`src/rtl/ddr3_rd_defs.sv`:
```
// Shared widths, state indices and requester indices for the DDR3 read path.
package ddr3_rd_defs;

  localparam int unsigned DDR3_ADDR_W  = 23;
  localparam int unsigned DDR3_BURST_W = 24;

  localparam int unsigned IDLE    = 0;
  localparam int unsigned RUN     = 1;
  localparam int unsigned RELEASE = 2;
  localparam int unsigned DRAIN   = 3;

  localparam int unsigned REQ_FILL = 0;
  localparam int unsigned REQ_MEM  = 1;

  typedef enum logic [3:0] {
    StIdle    = 4'b0001 << IDLE,
    StRun     = 4'b0001 << RUN,
    StRelease = 4'b0001 << RELEASE,
    StDrain   = 4'b0001 << DRAIN
  } arb_state_e;

endpackage

```
`src/rtl/sync2.sv`:
```
// Two-flop synchronizer for a single asynchronous level.
module sync2 (
  input  logic clk,
  input  logic reset,
  input  logic d,
  output logic q
);

  logic meta;

  always_ff @(posedge clk) begin
    if (!reset) begin
      meta <= 1'b0;
      q    <= 1'b0;
    end else begin
      meta <= d;
      q    <= meta;
    end
  end

endmodule

```
`src/rtl/ddr3_rd_arbiter.sv`:
```
// Round-robin arbiter sharing one DDR3 read engine between two requesters,
// with a four-phase enable/done handshake and a RUN-state watchdog.
module ddr3_rd_arbiter
  import ddr3_rd_defs::*;
#(
  parameter int unsigned TIMEOUT_W = 26
) (
  input  logic                    clk,
  input  logic                    reset,
  input  logic [1:0]              req_en,
  input  logic [DDR3_ADDR_W-1:0]  req_start_addr0,
  input  logic [DDR3_ADDR_W-1:0]  req_start_addr1,
  input  logic [DDR3_BURST_W-1:0] req_burst_cnt0,
  input  logic [DDR3_BURST_W-1:0] req_burst_cnt1,
  output logic [1:0]              req_done,
  output logic [1:0]              req_err,
  output logic [1:0]              grant,
  output logic [DDR3_ADDR_W-1:0]  ddr3_rd_start_addr,
  output logic [DDR3_BURST_W-1:0] ddr3_rd_burst_cnt,
  output logic                    enable_reading,
  input  logic                    reading_done,
  output logic                    busy,
  output logic                    timeout_seen,
  input  logic                    clr_timeout
);

  arb_state_e              state_q, state_d;
  logic [1:0]              grant_q, grant_d;
  logic                    last_gnt_q, last_gnt_d;
  logic [DDR3_ADDR_W-1:0]  addr_q, addr_d;
  logic [DDR3_BURST_W-1:0] cnt_q, cnt_d;
  logic                    en_q, en_d;
  logic [1:0]              done_q, done_d;
  logic [1:0]              err_q, err_d;
  logic [TIMEOUT_W-1:0]    wdog_q, wdog_d;
  logic                    tmo_q, tmo_d;
  logic                    done_s;
  logic                    sel;
  logic                    gidx;
  logic                    set_tmo;
  logic [DDR3_BURST_W-1:0] cnt_sel;

  sync2 u_done_sync (
    .clk   (clk),
    .reset (reset),
    .d     (reading_done),
    .q     (done_s)
  );

  assign gidx = grant_q[REQ_MEM];

  always_comb begin
    state_d    = state_q;
    grant_d    = grant_q;
    last_gnt_d = last_gnt_q;
    addr_d     = addr_q;
    cnt_d      = cnt_q;
    en_d       = en_q;
    done_d     = done_q;
    err_d      = err_q;
    wdog_d     = wdog_q;
    set_tmo    = 1'b0;
    sel        = 1'b0;
    cnt_sel    = '0;

    unique case (state_q)
      StIdle: begin
        if (|req_en) begin
          // On a tie the requester not served last wins.
          sel        = (req_en == 2'b11) ? ~last_gnt_q : req_en[REQ_MEM];
          cnt_sel    = sel ? req_burst_cnt1 : req_burst_cnt0;
          grant_d    = sel ? 2'b10 : 2'b01;
          last_gnt_d = sel;
          addr_d     = sel ? req_start_addr1 : req_start_addr0;
          cnt_d      = cnt_sel;
          if (cnt_sel != '0) begin
            state_d = StRun;
            en_d    = 1'b1;
            wdog_d  = '0;
          end else begin
            state_d      = StRelease;
            done_d[sel]  = 1'b1;
          end
        end
      end
      StRun: begin
        wdog_d = wdog_q + 1'b1;
        if (done_s) begin
          state_d      = StRelease;
          done_d[gidx] = 1'b1;
        end else if (&wdog_d) begin
          state_d      = StRelease;
          done_d[gidx] = 1'b1;
          err_d[gidx]  = 1'b1;
          set_tmo      = 1'b1;
        end
      end
      StRelease: begin
        if (!req_en[gidx]) begin
          state_d = StDrain;
          done_d  = '0;
          err_d   = '0;
          en_d    = 1'b0;
        end
      end
      StDrain: begin
        if (!done_s) begin
          state_d = StIdle;
          grant_d = '0;
        end
      end
      default: begin
        state_d = StIdle;
        grant_d = '0;
        en_d    = 1'b0;
        done_d  = '0;
        err_d   = '0;
      end
    endcase

    tmo_d = clr_timeout ? 1'b0 : (tmo_q | set_tmo);
  end

  always_ff @(posedge clk) begin
    if (!reset) begin
      state_q    <= StIdle;
      grant_q    <= '0;
      last_gnt_q <= 1'b1;
      addr_q     <= '0;
      cnt_q      <= '0;
      en_q       <= 1'b0;
      done_q     <= '0;
      err_q      <= '0;
      wdog_q     <= '0;
      tmo_q      <= 1'b0;
    end else begin
      state_q    <= state_d;
      grant_q    <= grant_d;
      last_gnt_q <= last_gnt_d;
      addr_q     <= addr_d;
      cnt_q      <= cnt_d;
      en_q       <= en_d;
      done_q     <= done_d;
      err_q      <= err_d;
      wdog_q     <= wdog_d;
      tmo_q      <= tmo_d;
    end
  end

  assign req_done           = done_q;
  assign req_err            = err_q;
  assign grant              = grant_q;
  assign ddr3_rd_start_addr = addr_q;
  assign ddr3_rd_burst_cnt  = cnt_q;
  assign enable_reading     = en_q;
  assign timeout_seen       = tmo_q;
  assign busy               = (state_q != StIdle);

endmodule

```
`config.mk`:
```
export PLATFORM = sky130hd
export DESIGN_NAME = ddr3_rd_arbiter
export DESIGN_NICKNAME = d
export VERILOG_FILES = /design/src/rtl/ddr3_rd_defs.sv /design/src/rtl/sync2.sv /design/src/rtl/ddr3_rd_arbiter.sv
export SDC_FILE = /design/constraint.sdc
export NUM_CORES = 1
export LEC_CHECK = 0
export BUFFER_PORTS_ARGS = -buffer_cell sky130_fd_sc_hd__buf_2
export CORE_MARGIN = 4
export CORE_UTILIZATION = 54
export CTS_CLUSTER_SIZE = 12
export DETAILED_ROUTE_END_ITERATION = 8
export PLACE_DENSITY = 0.95
export SLEW_MARGIN = 40
export SYNTH_ARGS = -nofsm -noshare
export SYNTH_HDL_FRONTEND = slang
export SYNTH_SLANG_ARGS = --single-unit
export TNS_END_PERCENT = 50
```
`constraint.sdc`:
```
create_clock -name clk -period 4.3 [get_ports clk]
set_clock_uncertainty 0.05 [all_clocks]
set_input_delay 0.43 -clock clk [delete_from_list [all_inputs] [get_ports clk]]
set_output_delay 0.43 -clock clk [all_outputs]
set_load 0.03 [all_outputs]
```
==> out/metrics.yaml, run 1 <==
synth_area_sq_um: 4460
cts_made_buffers: 9
start_util_pct: 56.5
route.detailed.drc: 0
synth_cell_type_count: 53
die_y_um: 98.8
dr_total_vias: 4607
hold_path.class: "input port to flop"
grt_usage_pct: 25.4
antenna_found_initial: 0
io_buffers: 155
synth_adder_area_share_pct: 0.561
postLayoutCoreUtil_pct: 69.6
fp.coreArea_sq_um: 7890
synth_edf_count: 0
synth_top_family_by_area: "compound AO/OA/AOI/OAI gates"
start_kind: "flop"
layout-drive-gt1-share_pct: 28.5
cts_setup_buffers: 0
critPathCaptureType: "flop"
first_iter_violations: 436
setup_viol: 0
rows: 32
crit_required_ns: 4.55
p_leak_nw: 2.72
powerDensity_nw_per_um2: 644
syn-instance-count: 512
max_freq_ghz: 0.313
ctsResizeCount: 0
path_class: "flop to flop"
crit_chain: "ha_1 > nand3_2 > or3_4 > or3_4 > or3b_1 > a2111oi_2 > nand2b_1 > a32o_1"
grt_max_degree: 95
yosysTopAreaCell: "dfxtp_1"
ys_warn_count: 0
viasPerCell: 6.10
synth_fp_nets: 614
ir_worst_vdd_mv: 0.446
cp_common_cell: "or3_4"
setup_tns_ns: 0
cts_max_path_buffers: 2
yosys-mux-area-fraction_pct: 11.0
cts_htree_levels: 3
detail_route.wirelength_um: 12800
status: "finished clean"
pre_cts_ws_ns: 1.20
synth_xor_area_share_pct: 1.18
synthSimpleGateAreaFrac_pct: 19.9
worst-path-max-fanout: 8
nets: 750
io_pins: 156
final.min_clock_period_ns: 3.19
path_delay_family: "simple AND/OR/NAND/NOR gates"
routedWlPerCell_um: 16.9
ys_seq_elements: 88
ys_top_cells_by_area: "dfxtp_1 40%, mux2i_1 11%, o211a_1 11%"
critPathSlowestCell: "a2111oi_2"
relSlewSlack_pct: 47.3
layout_setup_ws_ns: 1.11
max_cap_violations: 0
dr.pass1.iters: 6
yosysTopAreaCellShare_pct: 39.5
rsz0062_at_grt: "false"
slowest_delay_ns: 0.50
die_area_sq_um: 9770
post-route-period-util_pct: 74.2
cp.arrival_ns: 3.44
async_reset_ff_share_pct: 0
gp_congestion: 0.991
insertion_delay_ns: 0.36
root_buffer: "clkbuf_8"
grt_pass1_wl_um: 20700
hold_viol_final: 0
hold_buffers: 0
ant_nets: 0
crit_buf_inv: 0
syn_to_final_growth_pct: 23.1
synth-seq-area-share_pct: 39.5
cts_tree: "yes"
clock_sinks: 88
slew_viol_final: 0
synth-compound-area-share_pct: 24.3
tightest_slew_ns: 0.786
die_w_um: 98.8
overflow: 0
grt_pass1_vias: 4460
dpl.hpwl_um: 9370
diodes: 0
synth-main-ff-cell: "dfxtp_1"
clkTransAtPathRegs_ns: 0.08
avgSynthCellArea_sq_um: 8.70
synth_stat cells (2+ instances only):
cell type  count
dfxtp_1       88
nand2_1       81
mux2i_1       49
o211a_1       49
clkbuf_1      29
o21ai_0       29
nor2_1        26
a21oi_1       18
nor4_1        14
nand3_1       13
a31oi_1       12
nor3_1         9
nand4_1        8
o21a_1         8
a21boi_0       6
and3_1         6
buf_1          6
inv_1          5
xnor2_1        4
a32o_1         3
or2_2          3
or3_1          3
or4_1          3
and2_1         2
ha_1           2
nand2b_1       2
nor2b_1        2
nor3b_1        2
o211ai_1       2
o2bb2ai_1      2
o32ai_1        2
or3_4          2
xor2_1         2
area by class of cell:
type / instances / area [sq um]
clock buffer: 9 / 124
inverter: 6 / 22.5
clock inverter: 7 / 70.1
fill: 577 / 2400
sequential: 88 / 1760
tap: 102 / 128
multi-input combinational: 382 / 2550
timing repair buffer: 161 / 827
metrics by stage:
step	cell area (sq um)	total power [mW]	hold WS, ns	cells
CTS	5480	3.52	0.183	755
detailed placement	5290	2.95	0.387	739
global placement	5290	2.88	0.374	739
floorplan	4460	2.44	0.362	512
finish	5490	3.53	0.195	755
global route	5490	3.74	0.177	755
cells in the final DEF, fill, tap and decap left out, types with 3 or more instances in the layout:
master / instances
o211a_1: 49
o21ai_0: 29
nand3_1: 13
a32o_1: 3
mux2i_1: 49
buf_4: 6
nor4_1: 14
xnor2_1: 4
clkbuf_8: 9
nand4_1: 8
nor3_1: 9
a21oi_1: 18
clkinv_2: 3
o21a_1: 8
dfxtp_1: 88
a21boi_0: 5
nand2_1: 81
or2_2: 3
or4_1: 3
inv_1: 5
a31oi_1: 12
and3_1: 6
nor2_1: 25
or3_1: 3
buf_2: 154
worst register-to-register path, delay by kind of cell (launching register included):
kind,cells,cell delay [ns]
flops,1,0.48
compound gates,2,0.68
simple gates,5,1.63
fa+ha+maj,1,0.30
kinds of logic after synthesis:
logic type | after synthesis
AND/OR/NAND/NOR | 183
AO/OA/AOI/OAI | 142
flip-flops | 88
multiplexers | 49
buffers and inverters | 42
XOR/XNOR | 6
adder cells (fa/ha/maj) | 2
final timing paths:
path	start	end	slack (ns)	cells after the start
max reg2reg	wdog_q[0]	req_done[1]	1.11	8
min	clr_timeout	timeout_seen	0.19	2
min reg2reg	u_done_sync.meta	u_done_sync.q	0.40	1
max	wdog_q[0]	req_done[1]	1.11	8
metal layers:
layer	global-route usage, %	vias to the layer above	wire length (um)
li1	-	2165	-
met1	29.0	2139	4840
met2	44.1	262	6350
met3	7.29	41	1170
met4	11.1	0	408
met5	0	-	0
registers in the layout, indices dropped and copies added (netlist names):
name	flops
ddr3_rd_start_addr	23
u_done_sync.q	1
wdog_q	26
u_done_sync.meta	1
ddr3_rd_burst_cnt	24
req_done	2
enable_reading	1
timeout_seen	1
grant	2
state_q	4
req_err	2
last_gnt_q	1
where the power goes:
part           internal [mW]  leakage, nW  switching, mW
sequential              1.06        0.722          0.159
clock                  0.270       0.0998          0.304
combinational          0.560         1.90           1.18
Power figures use the tool's default switching activity.
==> inputs of run 2 (changes only) <==
--- a/config.mk
+++ b/config.mk
@@ -7,10 +7,10 @@
 export LEC_CHECK = 0
 export BUFFER_PORTS_ARGS = -buffer_cell sky130_fd_sc_hd__buf_2
 export CORE_MARGIN = 4
-export CORE_UTILIZATION = 54
+export CORE_UTILIZATION = 50
 export CTS_CLUSTER_SIZE = 12
 export DETAILED_ROUTE_END_ITERATION = 8
-export PLACE_DENSITY = 0.95
+export PLACE_DENSITY = 0.9
 export SLEW_MARGIN = 40
 export SYNTH_ARGS = -nofsm -noshare
 export SYNTH_HDL_FRONTEND = slang
==> constraint.sdc (replaced) <==
create_clock -name clk -period 3.24 [get_ports clk]
set_clock_uncertainty 0.05 [all_clocks]
set_input_delay 0.324 -clock clk [delete_from_list [all_inputs] [get_ports clk]]
set_output_delay 0.324 -clock clk [all_outputs]
set_load 0.03 [all_outputs]
==> run 2 against run 1 <==
Compared with the run above:
- final area is 0.34% higher
- cell count is 1.1% higher
- hold slack worse by 0.11 ns
- global-route usage is 1.2 points lower
- clock power is 18% higher
- routed wire length is 2.2% higher
- sequential cell count stayed put
- non-clock buffer count is 2 higher
- critical endpoint is now req_done[0]
- highest routed layer unchanged
==> out/metrics.yaml, run 2 (synthesized netlist as in run 1, its figures left out) <==
path_class: "flop to flop"
slowest_delay_ns: 0.46
die_y_um: 102
nets: 752
overflow: 0
die_area_sq_um: 10500
crit_chain: "ha_1 > nand3_2 > or3_4 > or3_4 > or3b_1 > a2111oi_4 > nand2b_1 > a32o_1"
cts_htree_levels: 3
pre_cts_ws_ns: 0.166
root_buffer: "clkbuf_8"
syn_to_final_growth_pct: 23.6
first_iter_violations: 331
clkTransAtPathRegs_ns: 0.08
route.detailed.drc: 0
setup_viol: 0
cts_made_buffers: 9
io_pins: 156
wl_met1_um: 5000
detail_route.wirelength_um: 13100
max_freq_ghz: 0.324
critPathCaptureType: "flop"
grt_usage_pct: 24.2
grt_max_degree: 95
p_total_mw: 4.62
crit_required_ns: 3.48
ir_worst_vdd_mv: 0.552
dpl.hpwl_um: 9770
clock_sinks: 88
viasPerCell: 5.98
cp.arrival_ns: 3.33
hold_viol_final: 0
cp_common_cell: "or3_4"
fp.coreArea_sq_um: 8680
rows: 34
ant_nets: 0
cts_max_path_buffers: 2
slew_viol_final: 0
post-route-period-util_pct: 95.3
start_kind: "flop"
wl_met2_um: 6550
top_layer: "met4"
routedWlPerCell_um: 17.1
route.met3.wl_um: 1010
die_w_um: 102
io_buffers: 155
final_cell_mix: "155 x buf_2, 88 x dfxtp_1, 81 x nand2_1"
worst-path-max-fanout: 8
powerDensity_nw_per_um2: 838
layout-drive-gt1-share_pct: 28.6
max_cap_violations: 0
largest_reg_flops: 26
cts_tree: "yes"
fin_area_sq_um: 5510
regMostFlops: "wdog_q"
relSlewSlack_pct: 49.0
antenna_found_initial: 0
tightest_slew_ns: 0.765
insertion_delay_ns: 0.36
start_util_pct: 51.4
gp_congestion: 0.930
grt_pass1_vias: 4345
critPathSlowestCell: "dfxtp_1"
setup_tns_ns: 0
dr_total_vias: 4565
final_common_cell: "buf_2"
hold_path.class: "input port to flop"
dr.pass1.iters: 5
reg2regPathDepth: 8
grt_pass1_wl_um: 20200
layout_setup_ws_ns: 0.152
final.min_clock_period_ns: 3.09
rsz0062_at_grt: "false"
worstHoldPathCells: 2
status: "finished clean"
postLayoutCoreUtil_pct: 63.5
hold_buffers: 0
postPlaceCellArea_sq_um: 5320
p_leak_nw: 2.71
-- run 2: metal layers --
layer / up-vias / global-route usage [%]
met1: 2141 / 27.9
met5: - / 0
met3: 38 / 6.35
li1: 2173 / -
met4: 0 / 10.8
met2: 213 / 42.2
-- run 2: stage by stage --
step,hold slack [ns],instances
floorplan,0.350,512
global placement,0.381,747
detailed placement,0.384,747
CTS,0.0664,762
global route,0.0637,762
finish,0.0798,763
-- run 2: where the power goes --
| group | switching, mW | internal [mW] | total [mW] | leakage, nW |
|---|---|---|---|---|
| Sequential | 0.208 | 1.40 | 1.61 | 0.722 |
| Combinational | 1.56 | 0.773 | 2.33 | 1.91 |
| Clock | 0.400 | 0.277 | 0.677 | 0.0777 |
| Total | 2.16 | 2.45 | 4.62 | 2.71 |
-- run 2: final cells by class --
type | instances | area (sq um)
inverter | 6 | 22.5
clock buffer | 9 | 124
antenna | 1 | 2.50
clock inverter | 6 | 45.0
timing repair buffer | 163 | 848
multi-input combinational | 382 | 2570
tap | 108 | 135
fill | 724 | 3170
sequential | 88 | 1760
-- run 2: final timing paths --
kind                          from            end  slack, ns
setup / recovery         wdog_q[0]    req_done[0]       0.15
hold / removal         clr_timeout   timeout_seen       0.08
hold reg to reg   u_done_sync.meta  u_done_sync.q       0.40
setup reg to reg         wdog_q[0]    req_done[0]       0.15
-- run 2: worst max-delay path, delay by kind of cell, from the launching register on --
family | cells | cell delay, ns
fa+ha+maj | 1 | 0.29
compound gates | 2 | 0.59
simple gates | 5 | 1.63
flops | 1 | 0.46
-- run 2: repair_timing --
action                     CTS  global route
setup endpoints to repair    0             3
resized for setup            0             1
buffers inserted             0             0
==> inputs of run 3 (changes only) <==
--- a/config.mk
+++ b/config.mk
@@ -6,11 +6,12 @@
 export NUM_CORES = 1
 export LEC_CHECK = 0
 export BUFFER_PORTS_ARGS = -buffer_cell sky130_fd_sc_hd__buf_2
-export CORE_MARGIN = 4
+export CORE_MARGIN = 2
 export CORE_UTILIZATION = 50
 export CTS_CLUSTER_SIZE = 12
 export DETAILED_ROUTE_END_ITERATION = 8
 export PLACE_DENSITY = 0.9
+export RECOVER_POWER = 25
 export SLEW_MARGIN = 40
 export SYNTH_ARGS = -nofsm -noshare
 export SYNTH_HDL_FRONTEND = slang
==> run 3 against run 2 <==
Compared with the run above:
- sequential power hardly changed
- critical endpoint is now req_done[1]
- clock power is 19% higher
- cell count is 0.39% higher
- via count is 0.28% lower
- total power is 1.4% higher
- highest routed layer unchanged
- largest cell class unchanged
- first-iteration DRC count is 21% higher
- die area is 7.7% lower
- sequential cell count stayed put
- hold slack better by 0.0065 ns
- global-route usage is 0.45 points higher
- clock-buffer cell count is 2 higher
- register-to-register slack better by 0.03 ns
==> out/metrics.yaml, run 3 (synthesized netlist as in run 1, its figures left out) <==
hp-start: "clr_timeout"
cp_num_cells: 8
crit_required_ns: 3.49
regMostFlops: "wdog_q"
ant_nets: 0
start_kind: "flop"
critPathCaptureType: "flop"
crit_buf_inv: 0
reg2reg_from: "wdog_q[1]"
insertion_delay_ns: 0.36
fp.coreArea_sq_um: 8680
io_pins: 156
cts_max_path_buffers: 2
path_delay_family: "simple AND/OR/NAND/NOR gates"
cts_htree_levels: 3
io_buffers: 155
powerDensity_nw_per_um2: 848
crit_chain: "ha_2 > nand3_2 > or3_4 > or3_4 > or3b_1 > a2111oi_4 > nand2b_1 > a32o_1"
layout_setup_ws_ns: 0.181
overflow: 0
cts_setup_buffers: 0
r2r_end: "req_done[1]"
setup_tns_ns: 0
die_y_um: 98.4
tightest_slew_ns: 1.48
gp_congestion: 0.889
first_iter_violations: 399
antenna_found_initial: 3
layout-drive-gt1-share_pct: 23.7
hold_buffers: 0
viasPerCell: 5.94
hold_viol_final: 0
grt_pass1_vias: 4369
clock_sinks: 88
dr.pass1.iters: 7
cp.arrival_ns: 3.31
max_freq_ghz: 0.327
routedWlPerCell_um: 16.0
pre_cts_ws_ns: 0.152
hold_path.class: "input port to flop"
p_leak_nw: 2.61
path_class: "flop to flop"
status: "finished clean"
grt_usage_pct: 24.7
root_buffer: "clkbuf_8"
dpl.hpwl_um: 8980
die_w_um: 98.4
cts_made_buffers: 9
slowest_delay_ns: 0.45
worst-path-max-fanout: 8
route.detailed.drc: 0
cp_common_cell: "or3_4"
relSlewSlack_pct: 1.43
grt_pass1_wl_um: 19800
dr_total_vias: 4552
grt_max_degree: 74
final_common_cell: "buf_2"
critPathSlowestCell: "dfxtp_1"
r2r_slack_ns: 0.18
post-route-period-util_pct: 94.4
syn_to_final_growth_pct: 23.8
detail_route.wirelength_um: 12200
slew_viol_final: 0
crit_start: "wdog_q[1]"
postLayoutCoreUtil_pct: 63.6
final.min_clock_period_ns: 3.06
nets: 752
rows: 34
rsz0062_at_grt: "false"
die_area_sq_um: 9680
clkTransAtPathRegs_ns: 0.09
cts_tree: "yes"
max_cap_violations: 0
ir_worst_vdd_mv: 0.684
endpoint: "req_done[1]"
setup_viol: 0
final_cell_mix: "120 x buf_2, 87 x dfxtp_1, 81 x nand2_1"
largest_reg_flops: 26
start_util_pct: 51.4
reg2regPathDepth: 8
run 3: what timing repair did:
item,4_1_cts,5_1_grt
setup endpoints to repair,0,7
endpoints found under the hold margin,0,0
gates resized for setup,0,3
run 3: worst reg2reg max path, cell delays in order, from the launching register on:
cell and delay (ns):
dfxtp_1 0.45, ha_2 0.27, nand3_2 0.17, or3_4 0.39, or3_4 0.41, or3b_1 0.44
a2111oi_4 0.42, nand2b_1 0.23, a32o_1 0.18
run 3: cell type report:
type / count / area (sq um)
Clock buffer: 11 / 151
Tap cell: 108 / 135
Sequential cell: 88 / 1760
Timing Repair Buffer: 163 / 805
Multi-Input combinational cell: 382 / 2570
Fill cell: 750 / 3160
Antenna cell: 3 / 7.51
Clock inverter: 5 / 63.8
Inverter: 6 / 22.5
run 3: worst min-delay path by stage:
stage / cells after the start / end / slack (ns)
3_5_place_dp: 1 / u_done_sync.q / 0.38
2_1_floorplan: 1 / timeout_seen / 0.35
5_1_grt: 2 / timeout_seen / 0.08
3_3_place_gp: 1 / u_done_sync.q / 0.37
6_report: 2 / timeout_seen / 0.09
4_1_cts: 2 / timeout_seen / 0.08
run 3: through the flow:
| stage | cell area [sq um] | hold slack, ns | total power [mW] | std cells |
|---|---|---|---|---|
| 6_report | 5520 | 0.0864 | 4.68 | 766 |
| 5_1_grt | 5520 | 0.0797 | 4.96 | 766 |
| 4_1_cts | 5540 | 0.0815 | 4.73 | 763 |
| 3_5_place_dp | 5320 | 0.381 | 3.93 | 747 |
| 3_3_place_gp | 5320 | 0.372 | 3.85 | 747 |
| 2_1_floorplan | 4460 | 0.350 | 3.24 | 512 |
run 3: report_power, final:
group | switching [mW] | internal [mW] | total [mW]
logic | 1.54 | 0.719 | 2.26
registers | 0.215 | 1.40 | 1.62
clock network | 0.401 | 0.405 | 0.806
run 3: routing by layer:
layer / part of all wire, % / track usage, %
met4: 2.0 / 10.4
met1: 40 / 29.6
met2: 51 / 42.2
met5: 0 / 0
met3: 7.1 / 6.17
